[src/rtl/hd44780_framebuf_if.sv]
// Host / display-driver bus for the HD44780 frame buffer.
//
// Signals:
//   wr_valid, wr_data, wr_ready : host byte stream (valid/ready handshake)
//   rd_addr, rd_data            : display-driver read port (combinational)
//   drv_busy, drv_trg           : refresh handshake with the HD44780 driver
//   cursor, dirty               : status, current write position and
//                                 "frame changed since last trigger"
//
// Modports:
//   master : the environment (host + driver) side
//   slave  : the frame buffer side
interface hd44780_framebuf_if #(
  parameter int AW = 7
);
  logic          wr_valid;
  logic [7:0]    wr_data;
  logic          wr_ready;
  logic [AW-1:0] rd_addr;
  logic [7:0]    rd_data;
  logic          drv_busy;
  logic          drv_trg;
  logic [AW-1:0] cursor;
  logic          dirty;

  modport master (
    output wr_valid, wr_data, rd_addr, drv_busy,
    input  wr_ready, rd_data, drv_trg, cursor, dirty
  );

  modport slave (
    input  wr_valid, wr_data, rd_addr, drv_busy,
    output wr_ready, rd_data, drv_trg, cursor, dirty
  );
endinterface

[src/rtl/hd44780_framebuf.sv]
// Character frame buffer in front of an HD44780 display driver.
//
// The host streams bytes into a LINE_WIDTH x NUM_LINES buffer at an
// auto-incrementing cursor. Whenever the buffer has changed and the driver
// is idle, a one-cycle drv_trg starts a refresh; host writes are stalled
// until the driver has raised and dropped drv_busy, so the driver always
// reads a frozen frame. If the driver never raises busy within 4 cycles
// the refresh is retried.
//
// Ports:
//   clk : clock, all logic on posedge
//   rst : synchronous active-high reset, restarts the fill (CLEAR) sequence
//   bus : hd44780_framebuf_if.slave (write stream, read port, driver
//         handshake, cursor/dirty status)
//
// Optional feature: define HD44780_FRAMEBUF_CTRL_CODES_EN to interpret
// control bytes (FF clears, CR, LF, BS move the cursor, other non-printable
// bytes are dropped). Without it every accepted byte is stored.
module hd44780_framebuf #(
  parameter int         LINE_WIDTH = 20,
  parameter int         NUM_LINES  = 4,
  parameter logic [7:0] FILL_CHAR  = 8'h20
) (
  input  logic              clk,
  input  logic              rst,
  hd44780_framebuf_if.slave bus
);

  localparam int            DEPTH = LINE_WIDTH * NUM_LINES;
  localparam int            AW    = $clog2(DEPTH);
  localparam logic [AW-1:0] LAST  = AW'(DEPTH - 1);

  typedef enum logic [2:0] {
    CLEAR,
    IDLE,
    TRIG,
    WAIT_BUSY,
    WAIT_DONE
  } state_t;

  state_t        state;
  state_t        state_nxt;
  logic [AW-1:0] clr_cnt;
  logic [AW-1:0] cursor;
  logic          dirty;
  logic [1:0]    to_cnt;

  logic [7:0]    mem [DEPTH];

  logic          ready;
  logic          trg;
  logic          mem_we;
  logic [AW-1:0] mem_addr;
  logic [7:0]    mem_wdata;

  logic          accept;
  logic          store;
  logic          go_clear;
  logic [AW-1:0] cursor_inc;

  assign accept     = bus.wr_valid && (state == IDLE);
  assign cursor_inc = (cursor == LAST) ? '0 : cursor + AW'(1);

`ifdef HD44780_FRAMEBUF_CTRL_CODES_EN
  logic          is_print;
  logic          is_cr;
  logic          is_lf;
  logic          is_bs;
  logic [AW-1:0] line_base;
  logic [AW-1:0] next_line;
  logic [AW-1:0] cursor_dec;

  assign is_print = (bus.wr_data >= 8'h20) && (bus.wr_data <= 8'h7E);
  assign go_clear = accept && (bus.wr_data == 8'h0C);
  assign is_cr    = accept && (bus.wr_data == 8'h0D);
  assign is_lf    = accept && (bus.wr_data == 8'h0A);
  assign is_bs    = accept && (bus.wr_data == 8'h08);
  assign store    = accept && is_print;

  // Start address of the cursor's line, found with a comparator chain so no
  // divider is needed for non-power-of-two line widths.
  always_comb begin
    line_base = '0;
    for (int l = 1; l < NUM_LINES; l++) begin
      if (cursor >= AW'(l * LINE_WIDTH)) line_base = AW'(l * LINE_WIDTH);
    end
  end

  assign next_line  = (line_base == AW'((NUM_LINES - 1) * LINE_WIDTH)) ?
                      '0 : line_base + AW'(LINE_WIDTH);
  assign cursor_dec = (cursor == '0) ? LAST : cursor - AW'(1);
`else
  assign go_clear = 1'b0;
  assign store    = accept;
`endif

  // State register
  always_ff @(posedge clk) begin
    if (rst) state <= CLEAR;
    else     state <= state_nxt;
  end

  // Next-state logic; an accepted write wins over starting a refresh.
  always_comb begin
    state_nxt = state;
    case (state)
      CLEAR:     if (clr_cnt == LAST) state_nxt = IDLE;
      IDLE: begin
        if (accept) begin
          if (go_clear) state_nxt = CLEAR;
        end else if (dirty && !bus.drv_busy) begin
          state_nxt = TRIG;
        end
      end
      TRIG:      state_nxt = WAIT_BUSY;
      WAIT_BUSY: begin
        if (bus.drv_busy)         state_nxt = WAIT_DONE;
        else if (to_cnt == 2'd3) state_nxt = IDLE;
      end
      WAIT_DONE: if (!bus.drv_busy) state_nxt = IDLE;
      default:   state_nxt = CLEAR;
    endcase
  end

  // Outputs and memory write port
  always_comb begin
    ready     = 1'b0;
    trg       = 1'b0;
    mem_we    = 1'b0;
    mem_addr  = clr_cnt;
    mem_wdata = FILL_CHAR;
    case (state)
      CLEAR: mem_we = 1'b1;
      IDLE: begin
        ready = 1'b1;
        if (store) begin
          mem_we    = 1'b1;
          mem_addr  = cursor;
          mem_wdata = bus.wr_data;
        end
      end
      TRIG:    trg = 1'b1;
      default: ;
    endcase
  end

  // Control registers: fill counter, cursor, dirty flag, busy timeout
  always_ff @(posedge clk) begin
    if (rst) begin
      clr_cnt <= '0;
      cursor  <= '0;
      dirty   <= 1'b0;
      to_cnt  <= '0;
    end else begin
      case (state)
        CLEAR: begin
          clr_cnt <= clr_cnt + AW'(1);
          if (clr_cnt == LAST) begin
            clr_cnt <= '0;
            cursor  <= '0;
            dirty   <= 1'b1;
          end
        end
        IDLE: begin
          if (store) begin
            cursor <= cursor_inc;
            dirty  <= 1'b1;
          end
`ifdef HD44780_FRAMEBUF_CTRL_CODES_EN
          if (go_clear) begin
            clr_cnt <= '0;
            cursor  <= '0;
          end
          if (is_cr) cursor <= line_base;
          if (is_lf) cursor <= next_line;
          if (is_bs) cursor <= cursor_dec;
`endif
        end
        TRIG: begin
          dirty  <= 1'b0;
          to_cnt <= '0;
        end
        WAIT_BUSY: begin
          to_cnt <= to_cnt + 2'd1;
          // Driver never answered: re-arm so the refresh is retried.
          if (!bus.drv_busy && (to_cnt == 2'd3)) dirty <= 1'b1;
        end
        default: ;
      endcase
    end
  end

  // Character storage; contents are meaningful only after a full CLEAR.
  always_ff @(posedge clk) begin
    if (mem_we) mem[mem_addr] <= mem_wdata;
  end

  // Out-of-range addresses read as zero.
  assign bus.rd_data  = ({1'b0, bus.rd_addr} < (AW + 1)'(DEPTH)) ?
                        mem[bus.rd_addr] : 8'h00;
  assign bus.wr_ready = ready;
  assign bus.drv_trg  = trg;
  assign bus.cursor   = cursor;
  assign bus.dirty    = dirty;

endmodule
[src/flat_wrapper.sv]
// flat-port wrapper written by rule: the top's interface ports become plain ports
module hd44780_framebuf_flat 
#(
  parameter int         LINE_WIDTH = 20,
  parameter int         NUM_LINES  = 4,
  parameter logic [7:0] FILL_CHAR  = 8'h20
)
  (clk, rst, bus_wr_valid, bus_wr_data, bus_rd_addr, bus_drv_busy, bus_wr_ready, bus_rd_data, bus_drv_trg, bus_cursor, bus_dirty);
  hd44780_framebuf_if bus_i ();
  input  logic clk;
  input  logic rst;
  input wire logic [$bits(bus_i.wr_valid)-1:0] bus_wr_valid;
  input wire logic [$bits(bus_i.wr_data)-1:0] bus_wr_data;
  input wire logic [$bits(bus_i.rd_addr)-1:0] bus_rd_addr;
  input wire logic [$bits(bus_i.drv_busy)-1:0] bus_drv_busy;
  output wire logic [$bits(bus_i.wr_ready)-1:0] bus_wr_ready;
  output wire logic [$bits(bus_i.rd_data)-1:0] bus_rd_data;
  output wire logic [$bits(bus_i.drv_trg)-1:0] bus_drv_trg;
  output wire logic [$bits(bus_i.cursor)-1:0] bus_cursor;
  output wire logic [$bits(bus_i.dirty)-1:0] bus_dirty;
  assign bus_i.wr_valid = bus_wr_valid;
  assign bus_i.wr_data = bus_wr_data;
  assign bus_i.rd_addr = bus_rd_addr;
  assign bus_i.drv_busy = bus_drv_busy;
  assign bus_wr_ready = bus_i.wr_ready;
  assign bus_rd_data = bus_i.rd_data;
  assign bus_drv_trg = bus_i.drv_trg;
  assign bus_cursor = bus_i.cursor;
  assign bus_dirty = bus_i.dirty;
  hd44780_framebuf #(.LINE_WIDTH(LINE_WIDTH), .NUM_LINES(NUM_LINES), .FILL_CHAR(FILL_CHAR)) u_core (.clk(clk), .rst(rst), .bus(bus_i));
endmodule
[config.mk]
export PLATFORM = sky130hd
export DESIGN_NAME = hd44780_framebuf_flat
export DESIGN_NICKNAME = d
export VERILOG_FILES = /design/src/rtl/hd44780_framebuf_if.sv /design/src/rtl/hd44780_framebuf.sv /design/src/flat_wrapper.sv
export SDC_FILE = /design/constraint.sdc
export NUM_CORES = 1
export LEC_CHECK = 0
export CAP_MARGIN = 20
export CORE_MARGIN = 5
export CORE_UTILIZATION = 55
export CTS_CLUSTER_SIZE = 8
export DETAILED_ROUTE_END_ITERATION = 12
export PLACE_DENSITY = 0.71
export SYNTH_ARGS = -nofsm -noshare
export SYNTH_HDL_FRONTEND = slang
export SYNTH_SLANG_ARGS = --single-unit
export TNS_END_PERCENT = 20
[constraint.sdc]
create_clock -name clk -period 5.71 [get_ports clk]
set_clock_uncertainty 0.1 [all_clocks]
set_input_delay 0.8565 -clock clk [delete_from_list [all_inputs] [get_ports clk]]
set_output_delay 0.8565 -clock clk [all_outputs]
set_load 0.005 [all_outputs]
Yosys cells after proc, flatten, opt, wreduce, memory -nomap -nowiden
Memory sizes are Yosys's and may differ from the RTL's.
Cells that the tools add are included.
{ "word_totals": {"regBits": 20, "latchBits": 0, "ram_bits": 640, "romBits": 0, "input_bits": 19, "output_inout_bits": 18, "wordCells": 63, "mem_count": 1} }
{ "memory_table": {"columns": ["memory", "depth", "word_bits", "read_ports", "rd_clocked_by_memory_dff", "wr", "line_no", "source"], "rows": [
  ["u_core.mem", 80, 8, 1, 0, 1, "hd44780_framebuf.sv:48", "logic [7:0] mem [DEPTH];"]
]} }
{ "classes": {"addsub": 3, "n_mul": 0, "n_div": 0, "magnitude_cmp": 1, "n_eq_ne": 14, "n_shift": 0, "mux": 28, "bitwise": 0, "n_reduce_logical": 11} }
{ "ops": {"columns": ["operator", "count"], "rows": [
  ["$mux W7", 6],
  ["$mux W8", 3],
  ["$mux W3", 6],
  ["$pmux W3 S5", 1],
  ["$add A7 B1 Y7 const B", 2],
  ["$eq A7 B7 Y1 const B", 2],
  ["$pmux W7 S2", 1],
  ["$mux W1", 8],
  ["$lt A7 B7 Y1 const B", 1],
  ["$eq A3 B2 Y1 const B", 2],
  ["$ne A2 B1 Y1 const B", 3],
  ["$ne A2 B2 Y1 const B", 3],
  ["$reduce_and A5 Y1", 1],
  ["$pmux W1 S4", 1],
  ["$pmux W2 S2", 1],
  ["$reduce_and A4 Y1", 1],
  ["$reduce_bool A2 Y1", 2],
  ["$reduce_bool A4 Y1", 1],
  ["$eq A3 B1 Y1 const B", 1],
  ["$eq A3 B3 Y1 const B", 1],
  ["$logic_and A1 B1 Y1", 3],
  ["$logic_not A3 Y1", 1],
  ["$ne A3 B2 Y1 const B", 1],
  ["$reduce_and A3 Y1", 1],
  ["4 further kinds", 4]
]} }

Logic depth before layout (Yosys ltp)
{ "depth": {"depth_word": 6, "ltp_mapped": 9, "depth_no_buf": 6} }

Least setup slack after synthesis
OpenSTA, ideal clock, no wires.
{ "synth_timing": {"path_kind": "input-to-output", "startpoint": "input bus_rd_addr[0]", "endpoint": "output bus_rd_data[2]", "t_arrival_ns": 2.443, "t_required_ns": 4.753, "path_slack_ns": 2.311, "path_stages": 7, "n_path_buf": 2, "cell_sequence": "buf_2 > buf_2 > mux2_2 > o22ai_1 > a211oi_1 > a2111oi_1 > a21oi_1"} }
{ "synth_via": {"elab_chain_cells": 2, "word_cells_on_any_way": 3, "cone_classes": "1 x order compare; 1 x mux; 1 x memory"} }
{ "synth_lines": {"columns": ["item", "line_no", "source"], "rows": [
  ["start, declared", "flat_wrapper.sv:14", "input wire logic [$bits(bus_i.rd_addr)-1:0] bus_rd_addr;"],
  ["$mem_v2 Z80 W8 or $lt A7 B7 Y1 (tied branches)", null, null],
  ["$mux W8 *", "hd44780_framebuf.sv:199", "assign bus.rd_data = ({1'b0, bus.rd_addr} < (AW + 1)'(DEPTH)) ?"],
  ["end, declared", "flat_wrapper.sv:17", "output wire logic [$bits(bus_i.rd_data)-1:0] bus_rd_data;"]
]} }
Every way passes the cells marked *; elsewhere a longest branch is shown, timed or not.

Worst setup path after layout
{ "layout_timing": {"startpoint": "input bus_rd_addr[2]", "endpoint": "output bus_rd_data[5]"} }
The elaborated chain is that of the path after synthesis.

==> results.txt <==
- Slew Viols, Final: 0
* Post-CTS setup buffer count: 0
- In this run the worst hold path is classified as reg -> reg.
- Total of max-cap violations: 0
- Registers are responsible for ~50% of the overall power.
- Maximum resistive drop on vdd: 307 uV
- Worst slack, placed: 834 ps
- Of the cells placed in the final design, the portion with a size suffix greater than 1 is 22.1%.
- Register bit total from synthesis: 660
- R2R depth: 4
- Min setup slack post-route: 718 ps
- The first global-routing pass estimated between 80000 and 90000 um of wire.
* DR WL/cell: ~28 um
- Reg2reg start: u_core.state[0]
- Mapped Avg Cell Area: 19.3 um2
* Share of synthesized area spent on multiplexers: around 15%
- Summing the areas of all xor and xnor instances in the mapped netlist gives 0.300% of the synthesized area.
- Buffering stage count on the worst path with inverters included: 3
- The slowest stage of the critical path is the a2111oi_1 cell.
* RSZ-0062 raised after global routing: false
- Number of flops mapped to enable cells by yosys: 640
- Number of nets in the synthesized netlist: 1384
* Switching portion of total power: 19.7%
- Initial cell density of the core: a little under three fifths
* Final design instance area without fill: around 30000 um2
- Dividing total power by cell area gives a power density of 350 nW/um2.
* Hold path startpoint: u_core.to_cnt[1]
* Die outline area: 52200 um2
* Standard cell area after detailed placement: between 20000 and 30000 um2
- Final setup vio count: 0
- In this run, post-CTS hold repair placed 0 buffers.
- Synthesized-area fraction occupied by and/or/nand/nor cells: under 10%
- Root buffer selected by CTS: clkbuf_16
* Number of unique standard cell types used by synthesis: 57
* Static Leak: 9.97 nW
- Synth Area in Adders: 0.143%
- Worst-path fanout max: 35
- The count of buffers added on input and output ports is 36.
* Placeable core area: 47400 um2
- Counting I/O delays and the setup requirement, the final critical path takes 4990 ps.
* Total internal power: between 8 and 9 mW
- Most used flip-flop cell after synthesis: edfxtp_1
* Type of the worst setup path: in -> out
- Yosys synthesis warning count: 0
- Worst path top cell family by delay: buffers and inverters
- In this run, post-CTS repair resized a total of 0 instances.
- Layout Area Growth over Synthesis: 13.9%
- Hold EP: u_core.to_cnt[1]
- The analysis attributes to net switching a power of 2.07 mW.
* Vias per cell: between 6 and 7
- Global-route usage over all layers: 22.7%
- The clock net in this run drives a total of 660 sinks.
- Portion of the post-synthesis area used by sequential elements: 74.7%
- Crit. End Element: output port
- The worst path uses about 90% of the clock period.
- At the pin with the least slew margin, the transition time is around 1100 ps.
* Fraction of synthesis flops using an asynchronous set or reset pin: 0%
* Number of buffers added by the clock tree synthesis step: 92
* Row Count: 80
- The worst register-to-register path ends at u_core.mem[10][5].
- The cell count after synthesis came out at 1362.
* Data required, critical path: 4750 ps
- The most numerous cell type found on the critical path is a211oi_1.
- The via count of the first global-routing pass is 13800.
- Signal arrival time at the worst endpoint: 4040 ps
* Highest cell delay on the worst timing path: 760 ps
- Summed over all layers, the routed wires come to just under 60000 um.
- Summed over all layers, the global routing overflow is 0.
- Clock slew at the register clock pins of the worst setup and hold paths: ~50 ps
* Relative slew margins: 29.2%
- Die boundary width: 228 um
* Placed cell count: about 2000
- Netlist area before placement: 26300 um2
- # DRC: 0
* Source-to-sink clock delay at the later pin of the worst-skew pair: roughly 610 ps
- Along the worst hold path, the cell count comes to 2.
- Part of the total power dissipated in the clock network: 45.8%
- Height of the chip: 228 um
- Final instance count without filler cells: 2092
- Maximum number of pins on one net before global-route repair: 65
- The signal on the critical path passes through buf_2, nand2_1, a211oi_1, a211oi_1, a2111oi_1, buf_4, a21oi_1, clkdlybuf4s50_1.
- Bufs on Longest Clock Path: 3
- Fmax achieved: 200 MHz
* Antenna violations before repair: 2
- Clock tree from TritonCTS: built
- Total number of vias: 13500
* Critical path startpoint category: input pin
- DRT Pass-1 Iters: 8
- In this run, the number of DRC markers left after iteration 0 of detailed routing was around 1500.
* Complex-gate fraction of the synthesized area: 3.52%
- The hold violation total from the final report was 0.
- The H-tree was split into 3 levels.
- Combinational group share of total power: 3.9%
- Nets@finish: approximately 1500
- Dominant combinational cell family by area after synthesis: multiplexers
- Outcome: completed
- Final weighted congestion in routability-driven placement: 0.849
* Ports: 37
- The HPWL after detailed placement is 36500 um.
- The count of nets left with antenna violations once routing finished came out at 0.
- Reg2Reg Setup Slack: around 1800 ps
- Adding up every negative setup slack in the final design gives 0 ps.
## flip-flops by register name (all words and copies together) (netlist names)
register and count:
u_core.state 3, u_core.clr_cnt 7, u_core.bus.cursor 7, u_core.mem 640, u_core.to_cnt 2, u_core.bus.dirty 1
## Yosys cell counts, types with 3 or more instances
| library cell | number | area, um2 |
|---|---|---|
| nand2_1 | 44 | 165 |
| buf_6 | 4 | 45.0 |
| o31ai_1 | 7 | 52.6 |
| xor2_1 | 5 | 43.8 |
| xnor2_1 | 4 | 35.0 |
| a21oi_1 | 27 | 135 |
| mux2_2 | 31 | 349 |
| nor3_1 | 10 | 50.1 |
| and2_1 | 10 | 62.6 |
| edfxtp_1 | 640 | 19200 |
| a31oi_1 | 3 | 18.8 |
| o21ai_0 | 19 | 95.1 |
| buf_2 | 24 | 120 |
| mux4_2 | 141 | 3180 |
| buf_4 | 11 | 82.6 |
| nand3_1 | 15 | 75.1 |
| nor2_1 | 118 | 443 |
| a2111oi_1 | 3 | 30.0 |
| o22a_1 | 3 | 26.3 |
| a22o_1 | 5 | 43.8 |
| ha_1 | 3 | 37.5 |
| dfxtp_1 | 20 | 400 |
| nand3b_1 | 6 | 45.0 |
| nand2b_1 | 20 | 125 |
| nand4_1 | 9 | 56.3 |
| or2_2 | 3 | 18.8 |
| or3_1 | 7 | 43.8 |
| clkbuf_1 | 23 | 86.3 |
| a211oi_1 | 13 | 97.6 |
| nor2b_1 | 20 | 125 |
| a22oi_1 | 24 | 180 |
| o22ai_1 | 20 | 125 |
| mux2i_1 | 39 | 390 |
| o211ai_1 | 4 | 30.0 |
## per-layer routing
| metal | share of wire, % | track usage (%) | vias up |
|---|---|---|---|
| met5 | 0.034 | 0 | - |
| met2 | 49 | 36.1 | 685 |
| met3 | 8.7 | 6.10 | 118 |
| met4 | 3.1 | 7.41 | 2 |
| li1 | - | - | 5751 |
| met1 | 39 | 31.3 | 6988 |
## cell usage in the layout, fill, tap and decap left out, types with 24 or more instances in the layout
cell type / instances
mux2i_1: 39
a21oi_1: 27
mux2_2: 31
edfxtp_1: 640
buf_4: 28
clkdlybuf4s50_1: 32
nand2_1: 44
mux4_2: 141
nor2_1: 118
clkbuf_16: 95
a22oi_1: 24
## tightest hold or removal path: stages, from the launching register on
cell and delay [ps]:
dfxtp_1 330, a21oi_1 60, nor2_1 70
## worst max path at each step
stage                    from              to  slack, ps  cells after the start
2_1_floorplan  bus_rd_addr[0]  bus_rd_data[2]       2310                      7
3_3_place_gp   bus_rd_addr[0]  bus_rd_data[5]        850                      8
3_5_place_dp   bus_rd_addr[2]  bus_rd_data[5]        830                      9
4_1_cts        bus_rd_addr[0]  bus_rd_data[5]        750                      8
5_1_grt        bus_rd_addr[2]  bus_rd_data[5]        600                      8
6_report       bus_rd_addr[2]  bus_rd_data[5]        720                      8
## power by group through the flow
stage	registers [mW]	clock network [mW]	logic, mW
finish	5.27	4.79	0.404
global route	5.27	5.06	0.427
CTS	5.27	4.85	0.404
detailed placement	5.36	0	0.401
global placement	5.36	0	0.398
floorplan	5.36	0	0.273
## metrics by stage
step | hold WS (ps) | power [mW] | utilization [%]
floorplan | 358 | 5.63 | -
global placement | 370 | 5.76 | 57.5
global route | 463 | 10.8 | 63.0
detailed placement | 386 | 5.76 | 57.7
finish | 391 | 10.5 | 63.0
CTS | 399 | 10.5 | 62.9
## logic make-up after synthesis
logic type	count (synthesis)
buf+inv	66
flops	660
xor+xnor	9
simple gates	274
compound gates	138
mux	212
fa+ha+maj	3
## final cells by class
class,count,area (um2)
inverter,2,7.51
fill,3235,17600
timing repair buffer,70,708
multi-input combinational,636,6290
tap,615,769
clock inverter,5,80.1
antenna,1,2.50
clock buffer,103,2410
sequential,660,19600
No activity file was read; power rests on OpenSTA's default activity.
